**src/rtl/pattern_loader_if.sv**
```systemverilog
// pattern_loader_if: handshake and write-port bundle around pattern_loader.
//   load_in/pattern_in/seed_in : load request with the pattern and LFSR seed
//   start_in/start_out         : logic window start, synchronizer -> life_logic
//   done_in/done_out           : logic window done, life_logic -> synchronizer
//   logic_*_w_in/logic_wr_en_in: life_logic write port
//   addr_w_out/data_w_out/wr_en_out : double_buffer logic write port
//   busy_out                   : loader armed or filling
// slave = the loader, master = whatever drives it (a bench or the top level).
interface pattern_loader_if #(
  parameter int ADDR_WIDTH = 13,
  parameter int DATA_WIDTH = 32
);
  logic                  load_in;
  logic [1:0]            pattern_in;
  logic [15:0]           seed_in;
  logic                  start_in;
  logic                  start_out;
  logic                  done_in;
  logic                  done_out;
  logic [ADDR_WIDTH-1:0] logic_addr_w_in;
  logic [DATA_WIDTH-1:0] logic_data_w_in;
  logic                  logic_wr_en_in;
  logic [ADDR_WIDTH-1:0] addr_w_out;
  logic [DATA_WIDTH-1:0] data_w_out;
  logic                  wr_en_out;
  logic                  busy_out;

  modport slave (
    input  load_in, pattern_in, seed_in, start_in, done_in,
           logic_addr_w_in, logic_data_w_in, logic_wr_en_in,
    output start_out, done_out, addr_w_out, data_w_out, wr_en_out, busy_out
  );

  modport master (
    output load_in, pattern_in, seed_in, start_in, done_in,
           logic_addr_w_in, logic_data_w_in, logic_wr_en_in,
    input  start_out, done_out, addr_w_out, data_w_out, wr_en_out, busy_out
  );
endinterface

```
**src/rtl/pattern_loader.sv**
```systemverilog
// pattern_loader: sits between the frame synchronizer, life_logic and the
// double_buffer logic write port. Idle, it is transparent. After a load
// request it steals the next logic window: life_logic is not started, the
// whole back buffer is written with a seed pattern (clear, Galois-LFSR random,
// R-pentomino, checkerboard) one word per cycle, then done is reported so the
// synchronizer swaps the freshly seeded buffer to the display.
// Ports:
//   clk_in : system clock
//   rst_in : synchronous active-high reset
//   bus    : pattern_loader_if.slave (request, start/done, write ports, busy)
module pattern_loader #(
  parameter int WORDS      = 8192,
  parameter int ROW_WORDS  = 16,
  parameter int ADDR_WIDTH = 13,
  parameter int DATA_WIDTH = 32
) (
  input  logic              clk_in,
  input  logic              rst_in,
  pattern_loader_if.slave   bus
);

  typedef enum logic [1:0] {S_IDLE, S_ARMED, S_FILL, S_FINISH} state_t;

  localparam logic [ADDR_WIDTH-1:0] LAST_ADDR = ADDR_WIDTH'(WORDS - 1);
  localparam int ROW_SHIFT = $clog2(ROW_WORDS);

  // R-pentomino centred on the board: three rows starting one row above the
  // middle, leftmost cell at the first bit of the middle word of the row.
  localparam int R_ROW = WORDS / ROW_WORDS / 2 - 1;
  localparam int R_COL = ROW_WORDS / 2;
  localparam logic [ADDR_WIDTH-1:0] R_A0 = ADDR_WIDTH'(R_ROW * ROW_WORDS + R_COL);
  localparam logic [ADDR_WIDTH-1:0] R_A1 = ADDR_WIDTH'((R_ROW + 1) * ROW_WORDS + R_COL);
  localparam logic [ADDR_WIDTH-1:0] R_A2 = ADDR_WIDTH'((R_ROW + 2) * ROW_WORDS + R_COL);
  localparam logic [DATA_WIDTH-1:0] R_TOP = {4'b0110, {(DATA_WIDTH-4){1'b0}}};
  localparam logic [DATA_WIDTH-1:0] R_MID = {4'b1100, {(DATA_WIDTH-4){1'b0}}};
  localparam logic [DATA_WIDTH-1:0] R_BOT = {4'b0100, {(DATA_WIDTH-4){1'b0}}};

  localparam logic [DATA_WIDTH-1:0] LFSR_TAPS = DATA_WIDTH'(32'h8020_0003);

  state_t                state_q;
  logic [1:0]            pat_q;
  logic [15:0]           seed_q;
  logic [DATA_WIDTH-1:0] lfsr_q, lfsr_d;
  logic [ADDR_WIDTH-1:0] cnt_q;
  logic [DATA_WIDTH-1:0] fill_word;
  logic                  pass;

  // Galois step: shift right, fold taps in when the bit shifted out was 1.
  assign lfsr_d = {1'b0, lfsr_q[DATA_WIDTH-1:1]} ^ (lfsr_q[0] ? LFSR_TAPS : '0);

  always_comb begin
    fill_word = '0;
    case (pat_q)
      2'd1: fill_word = lfsr_q;
      2'd2: begin
        if (cnt_q == R_A0) fill_word = R_TOP;
        if (cnt_q == R_A1) fill_word = R_MID;
        if (cnt_q == R_A2) fill_word = R_BOT;
      end
      2'd3: fill_word = cnt_q[ROW_SHIFT] ? {(DATA_WIDTH/2){2'b01}}
                                         : {(DATA_WIDTH/2){2'b10}};
      default: fill_word = '0;
    endcase
  end

  always_ff @(posedge clk_in) begin
    if (rst_in) begin
      state_q <= S_IDLE;
      pat_q   <= '0;
      seed_q  <= '0;
      lfsr_q  <= '0;
      cnt_q   <= '0;
    end else begin
      case (state_q)
        S_IDLE: begin
          // A load coinciding with start only arms; this window passes through.
          if (bus.load_in) begin
            pat_q   <= bus.pattern_in;
            seed_q  <= bus.seed_in;
            state_q <= S_ARMED;
          end
        end
        S_ARMED: begin
          if (bus.start_in) begin
            state_q <= S_FILL;
            cnt_q   <= '0;
            // {s,~s} is never all-zero, so the LFSR cannot lock up.
            lfsr_q  <= DATA_WIDTH'({seed_q, ~seed_q});
          end else if (bus.load_in) begin
            pat_q  <= bus.pattern_in;
            seed_q <= bus.seed_in;
          end
        end
        S_FILL: begin
          lfsr_q <= lfsr_d;
          if (cnt_q == LAST_ADDR) state_q <= S_FINISH;
          else                    cnt_q   <= cnt_q + 1'b1;
        end
        S_FINISH: state_q <= S_IDLE;
        default:  state_q <= S_IDLE;
      endcase
    end
  end

  assign pass = (state_q == S_IDLE) || (state_q == S_ARMED);

  // Control outputs are masked during reset so nothing leaks out of an
  // aborted fill; addr/data are don't-care whenever wr_en_out is low.
  always_comb begin
    bus.start_out  = !rst_in && (state_q == S_IDLE) && bus.start_in;
    bus.done_out   = !rst_in && ((pass && bus.done_in) || (state_q == S_FINISH));
    bus.wr_en_out  = !rst_in && (pass ? bus.logic_wr_en_in : (state_q == S_FILL));
    bus.busy_out   = !rst_in && (state_q != S_IDLE);
    bus.addr_w_out = bus.logic_addr_w_in;
    bus.data_w_out = bus.logic_data_w_in;
    if (state_q == S_FILL) begin
      bus.addr_w_out = cnt_q;
      bus.data_w_out = fill_word;
    end
  end

endmodule

```
**src/flat_wrapper.sv**
```systemverilog
// flat-port wrapper written by rule: the top's interface ports become plain ports
module pattern_loader_flat 
#(
  parameter int WORDS      = 8192,
  parameter int ROW_WORDS  = 16,
  parameter int ADDR_WIDTH = 13,
  parameter int DATA_WIDTH = 32
)
  (clk_in, rst_in, bus_load_in, bus_pattern_in, bus_seed_in, bus_start_in, bus_done_in, bus_logic_addr_w_in, bus_logic_data_w_in, bus_logic_wr_en_in, bus_start_out, bus_done_out, bus_addr_w_out, bus_data_w_out, bus_wr_en_out, bus_busy_out);
  pattern_loader_if #(.ADDR_WIDTH(ADDR_WIDTH), .DATA_WIDTH(DATA_WIDTH)) bus_i ();
  input  logic clk_in;
  input  logic rst_in;
  input wire logic [$bits(bus_i.load_in)-1:0] bus_load_in;
  input wire logic [$bits(bus_i.pattern_in)-1:0] bus_pattern_in;
  input wire logic [$bits(bus_i.seed_in)-1:0] bus_seed_in;
  input wire logic [$bits(bus_i.start_in)-1:0] bus_start_in;
  input wire logic [$bits(bus_i.done_in)-1:0] bus_done_in;
  input wire logic [$bits(bus_i.logic_addr_w_in)-1:0] bus_logic_addr_w_in;
  input wire logic [$bits(bus_i.logic_data_w_in)-1:0] bus_logic_data_w_in;
  input wire logic [$bits(bus_i.logic_wr_en_in)-1:0] bus_logic_wr_en_in;
  output wire logic [$bits(bus_i.start_out)-1:0] bus_start_out;
  output wire logic [$bits(bus_i.done_out)-1:0] bus_done_out;
  output wire logic [$bits(bus_i.addr_w_out)-1:0] bus_addr_w_out;
  output wire logic [$bits(bus_i.data_w_out)-1:0] bus_data_w_out;
  output wire logic [$bits(bus_i.wr_en_out)-1:0] bus_wr_en_out;
  output wire logic [$bits(bus_i.busy_out)-1:0] bus_busy_out;
  assign bus_i.load_in = bus_load_in;
  assign bus_i.pattern_in = bus_pattern_in;
  assign bus_i.seed_in = bus_seed_in;
  assign bus_i.start_in = bus_start_in;
  assign bus_i.done_in = bus_done_in;
  assign bus_i.logic_addr_w_in = bus_logic_addr_w_in;
  assign bus_i.logic_data_w_in = bus_logic_data_w_in;
  assign bus_i.logic_wr_en_in = bus_logic_wr_en_in;
  assign bus_start_out = bus_i.start_out;
  assign bus_done_out = bus_i.done_out;
  assign bus_addr_w_out = bus_i.addr_w_out;
  assign bus_data_w_out = bus_i.data_w_out;
  assign bus_wr_en_out = bus_i.wr_en_out;
  assign bus_busy_out = bus_i.busy_out;
  pattern_loader #(.WORDS(WORDS), .ROW_WORDS(ROW_WORDS), .ADDR_WIDTH(ADDR_WIDTH), .DATA_WIDTH(DATA_WIDTH)) u_core (.clk_in(clk_in), .rst_in(rst_in), .bus(bus_i));
endmodule
```
**config.mk**
```make
export PLATFORM = sky130hd
export DESIGN_NAME = pattern_loader_flat
export DESIGN_NICKNAME = d
export VERILOG_FILES = /design/src/rtl/pattern_loader_if.sv /design/src/rtl/pattern_loader.sv /design/src/flat_wrapper.sv
export SDC_FILE = /design/constraint.sdc
export NUM_CORES = 1
export LEC_CHECK = 0
export ABC_AREA = 1
export BUFFER_PORTS_ARGS = -buffer_cell sky130_fd_sc_hd__buf_2
export CAP_MARGIN = 20
export CORE_MARGIN = 4
export CORE_UTILIZATION = 47
export CTS_BUF_LIST = sky130_fd_sc_hd__clkbuf_4 sky130_fd_sc_hd__clkbuf_8 sky130_fd_sc_hd__clkbuf_16
export CTS_CLUSTER_SIZE = 40
export DETAILED_ROUTE_END_ITERATION = 12
export GPL_TIMING_DRIVEN = 0
export PLACE_DENSITY = 0.77
export SYNTH_ARGS = -nofsm -noshare
export SYNTH_HDL_FRONTEND = slang
export SYNTH_SLANG_ARGS = --single-unit
export TNS_END_PERCENT = 10
```
**constraint.sdc**
```tcl
create_clock -name clk_in -period 1.7 [get_ports clk_in]
set_input_delay 0.255 -clock clk_in [delete_from_list [all_inputs] [get_ports clk_in]]
set_output_delay 0.255 -clock clk_in [all_outputs]
set_load 0.1 [all_outputs]
```
==> results.toml <==
[synth]
syn_inst = 575
syn-num-nets = 649
synth_seq_cells = 65
yosysWarningCount = 0
netlist_area_mm2 = 0.00377
ys_types = 32
synth.area.top_cells = "dfxtp_1 35%, nand2_1 14%, o21ai_0 8.4%"
synth_area_per_cell_um2 = 6.55
yosys.area_share.xor_xnor_pct = 0.697
yosysTopAreaCell = "dfxtp_1"
netlist.area_leader.share_pct = 34.5
synth_top_family_by_area = "simple AND/OR/NAND/NOR gates"
yosysSeqAreaShare_pct = 34.5
synthAdderAreaFrac_pct = 1.66
synth.area.mux_share_pct = 0
synth-compound-area-share_pct = 23.4
synthSimpleGateAreaFrac_pct = 30.6

[sta]
max_slew.worst_pin.slew_ns = 0.502
rsz0062_at_grt = "true"
finalMaxSlewViolations = 0
fin_skew_ns = 0.0153
setup_viol = 47
slew_headroom_pct = 66.6
whs_ns = 0.145
hold_viol_final = 0
timing.final.crit_period_ns = 2.13
fmax_mhz = 469
setup_slack_ns = -0.431
fin_crit_sh_pct = 125

[min_path]
min_to = "u_core.seed_q[13]"
hold_depth = 3
hold_path.class = "input pin to flop"
min-delay-start = "bus_seed_in[13]"

[die]
top_level_ports = 118
rows = 32
dieHeight_um = 97.5
core_area_mm2 = 0.00777
die_w_um = 97.5
start_util_pct = 48.5
die-area_mm2 = 0.00951

[global_routing]
grt_pass1_wl_um = 21800
grt_max_degree = 13
grt_overflow = 0
antenna_found_initial = 0
grt_util_all_layers_pct = 28.1
grt_pass1_vias = 4513

[critical_path]
crit_path_start_kind = "flop"
cp_slowest_stage_delay_ns = 0.33
end_kind = "output pin"
crit_arrival_ns = 1.88
cp_slowest_cell = "dfxtp_2"
critPathBufInv = 4
path_class = "flop to output pin"
crit_family = "buffers and inverters"
cp_max_fo = 5
r2r_cells = 10
r2r_start = "u_core.state_q[0]"
reg2reg_to = "u_core.cnt_q[4]"
crit_chain = "inv_2 > ha_4 > buf_8 > nand4_1 > clkbuf_8 > o211ai_1 > buf_6"
reg2reg_slack_ns = 0.01
crit_required_ns = 1.44

[layout]
n_antenna_cell = 0
drive_gt1_share_pct = 35.7
nets = 795
fill_cells = 568
area_growth_pct = 54.8

[clock_tree]
numCtsBuffers = 9
clock-sinks = 65
clk_latency_ns = 0.36
clkSlewWorstSetupHoldPaths_ns = 0.08
cts_root_buffer = "clkbuf_8"
htreeDepth = 3
cts_buffer_depth = 2
cts_hold_buf = 0
cts_tree = "yes"

[detailed_routing]
wirelength_um = 14200
drtIter0Drc = 503
drc_errors = 0
via_per_inst = 5.72
vias = 4740
drtPass1Iterations = 5
final_antenna_net_count = 0
routedWlPerCell_um = 17.2

[pwr]
power.density_mw_per_mm2 = 1960
p_total_w = 0.0114
ir_worst_vdd_mv = 0.979
cellLeakagePower_nw = 2.54

[run_status]
status = "complete, but fails checks"
violations = "setup timing"

[placement]
post-dp-hpwl_um = 9630
portBuffers = 117
gp_congestion = 0.896

[job]
cap_viol_max_count = 0
==> cell usage in the layout (no fill, tap or decap), types with 7 or more instances in the layout <==
cell	n
nand2_1	132
buf_2	71
nor2_1	65
dfxtp_1	57
o21ai_0	47
a21oi_1	40
buf_6	30
inv_1	28
buf_12	26
nand3_1	25
buf_4	24
o211ai_1	24
clkbuf_8	18
nand2_2	13
nand4_1	10
o21ai_1	9
a31oi_1	9
inv_2	8
a21oi_2	7
==> worst min-delay path, cell delays in order <==
cell and delay, ns:
buf_2 0.08, o21ai_1 0.06, nor2_1 0.07
==> flip-flops by register name, summed over array words and instances (netlist names) <==
register and count:
u_core.seed_q 16, u_core.lfsr_q 32, u_core.pat_q 2, u_core.state_q 2, u_core.cnt_q 13
==> synthesized netlist by cell type <==
library cell and n:
buf_12 1, o311ai_0 1, buf_1 4, nand3_1 28
buf_4 3, nor3_1 4, nand4_4 1, buf_2 12
or2_2 1, nand2_4 2, dfxtp_1 65, nand2_2 2
inv_1 37, nand2_1 144, ha_1 5, clkbuf_1 22
nor2_4 2, nand3b_1 1, o211ai_1 24, nand4_1 10
xor2_1 3, inv_2 1, a21o_1 4, nor2_1 67
nand3_2 2, a211oi_1 6, o21ai_0 63, a31oi_1 9
a21oi_1 47, o21ai_1 2, nor2_8 1, nor2_2 1
==> cell families (layout without fill, tap and decap cells) <==
kind of cell	after synthesis	after routing
AO/OA/AOI/OAI	156	156
XOR/XNOR	3	3
flip-flops	65	65
buffers and inverters	80	231
adder cells (fa/ha/maj)	5	5
AND/OR/NAND/NOR	266	266
==> power by group <==
part	internal (W)	switching, W	leakage, nW
Clock	0.000719	0.000653	0.0985
Combinational	0.00249	0.00502	1.90
Sequential	0.00211	0.000426	0.539
Total	0.00532	0.00610	2.54
==> metrics by stage <==
| step | cells | setup slack [ns] | area, um^2 | util (%) | setup TNS (ns) |
|---|---|---|---|---|---|
| CTS | 823 | -0.405 | 5600 | 72.1 | -13.76 |
| finish | 828 | -0.431 | 5830 | 75.1 | -14.98 |
| global route | 828 | -0.497 | 5830 | 75.1 | -18.04 |
| floorplan | 575 | -0.874 | 3930 | - | -25.32 |
| global placement | 794 | -0.825 | 4640 | 59.7 | -20.55 |
| detailed placement | 794 | -0.852 | 4640 | 59.7 | -24.22 |
==> area by class of cell <==
class / instances / area (um^2) / area share [%]
buffer: 41 / 392 / 6.71
clock buffer: 10 / 138 / 2.36
clock inverter: 6 / 67.6 / 1.16
inverter: 38 / 148 / 2.53
multi-input combinational: 430 / 2370 / 40.7
sequential: 65 / 1320 / 22.7
tap: 102 / 128 / 2.19
timing repair buffer: 136 / 1270 / 21.7
==> metal layers <==
metal	up-vias	share of wire [%]	track usage (%)
li1	2221	-	-
met1	2180	40	36.1
met2	303	48	46.4
met3	36	9.7	5.89
met4	0	2.3	10.0
met5	-	0	0
==> timing repair <==
item,4_1_cts,5_1_grt
endpoints found under the setup margin,108,104
setup buffers,11,6
pin swaps,7,10
resized for setup,198,70
gates cloned,2,0
==> how the worst max path moves through the flow <==
stage,startpoint,endpoint,cells past startpoint
after floorplan,u_core.state_q[0],bus_data_w_out[10],6
after global placement,u_core.state_q[0],bus_data_w_out[1],6
after detailed placement,u_core.state_q[0],bus_data_w_out[1],6
after CTS,u_core.state_q[0],bus_data_w_out[0],7
after global routing,u_core.state_q[0],bus_data_w_out[0],7
final,u_core.state_q[0],bus_data_w_out[0],7
(Power assumes the default switching activity.)
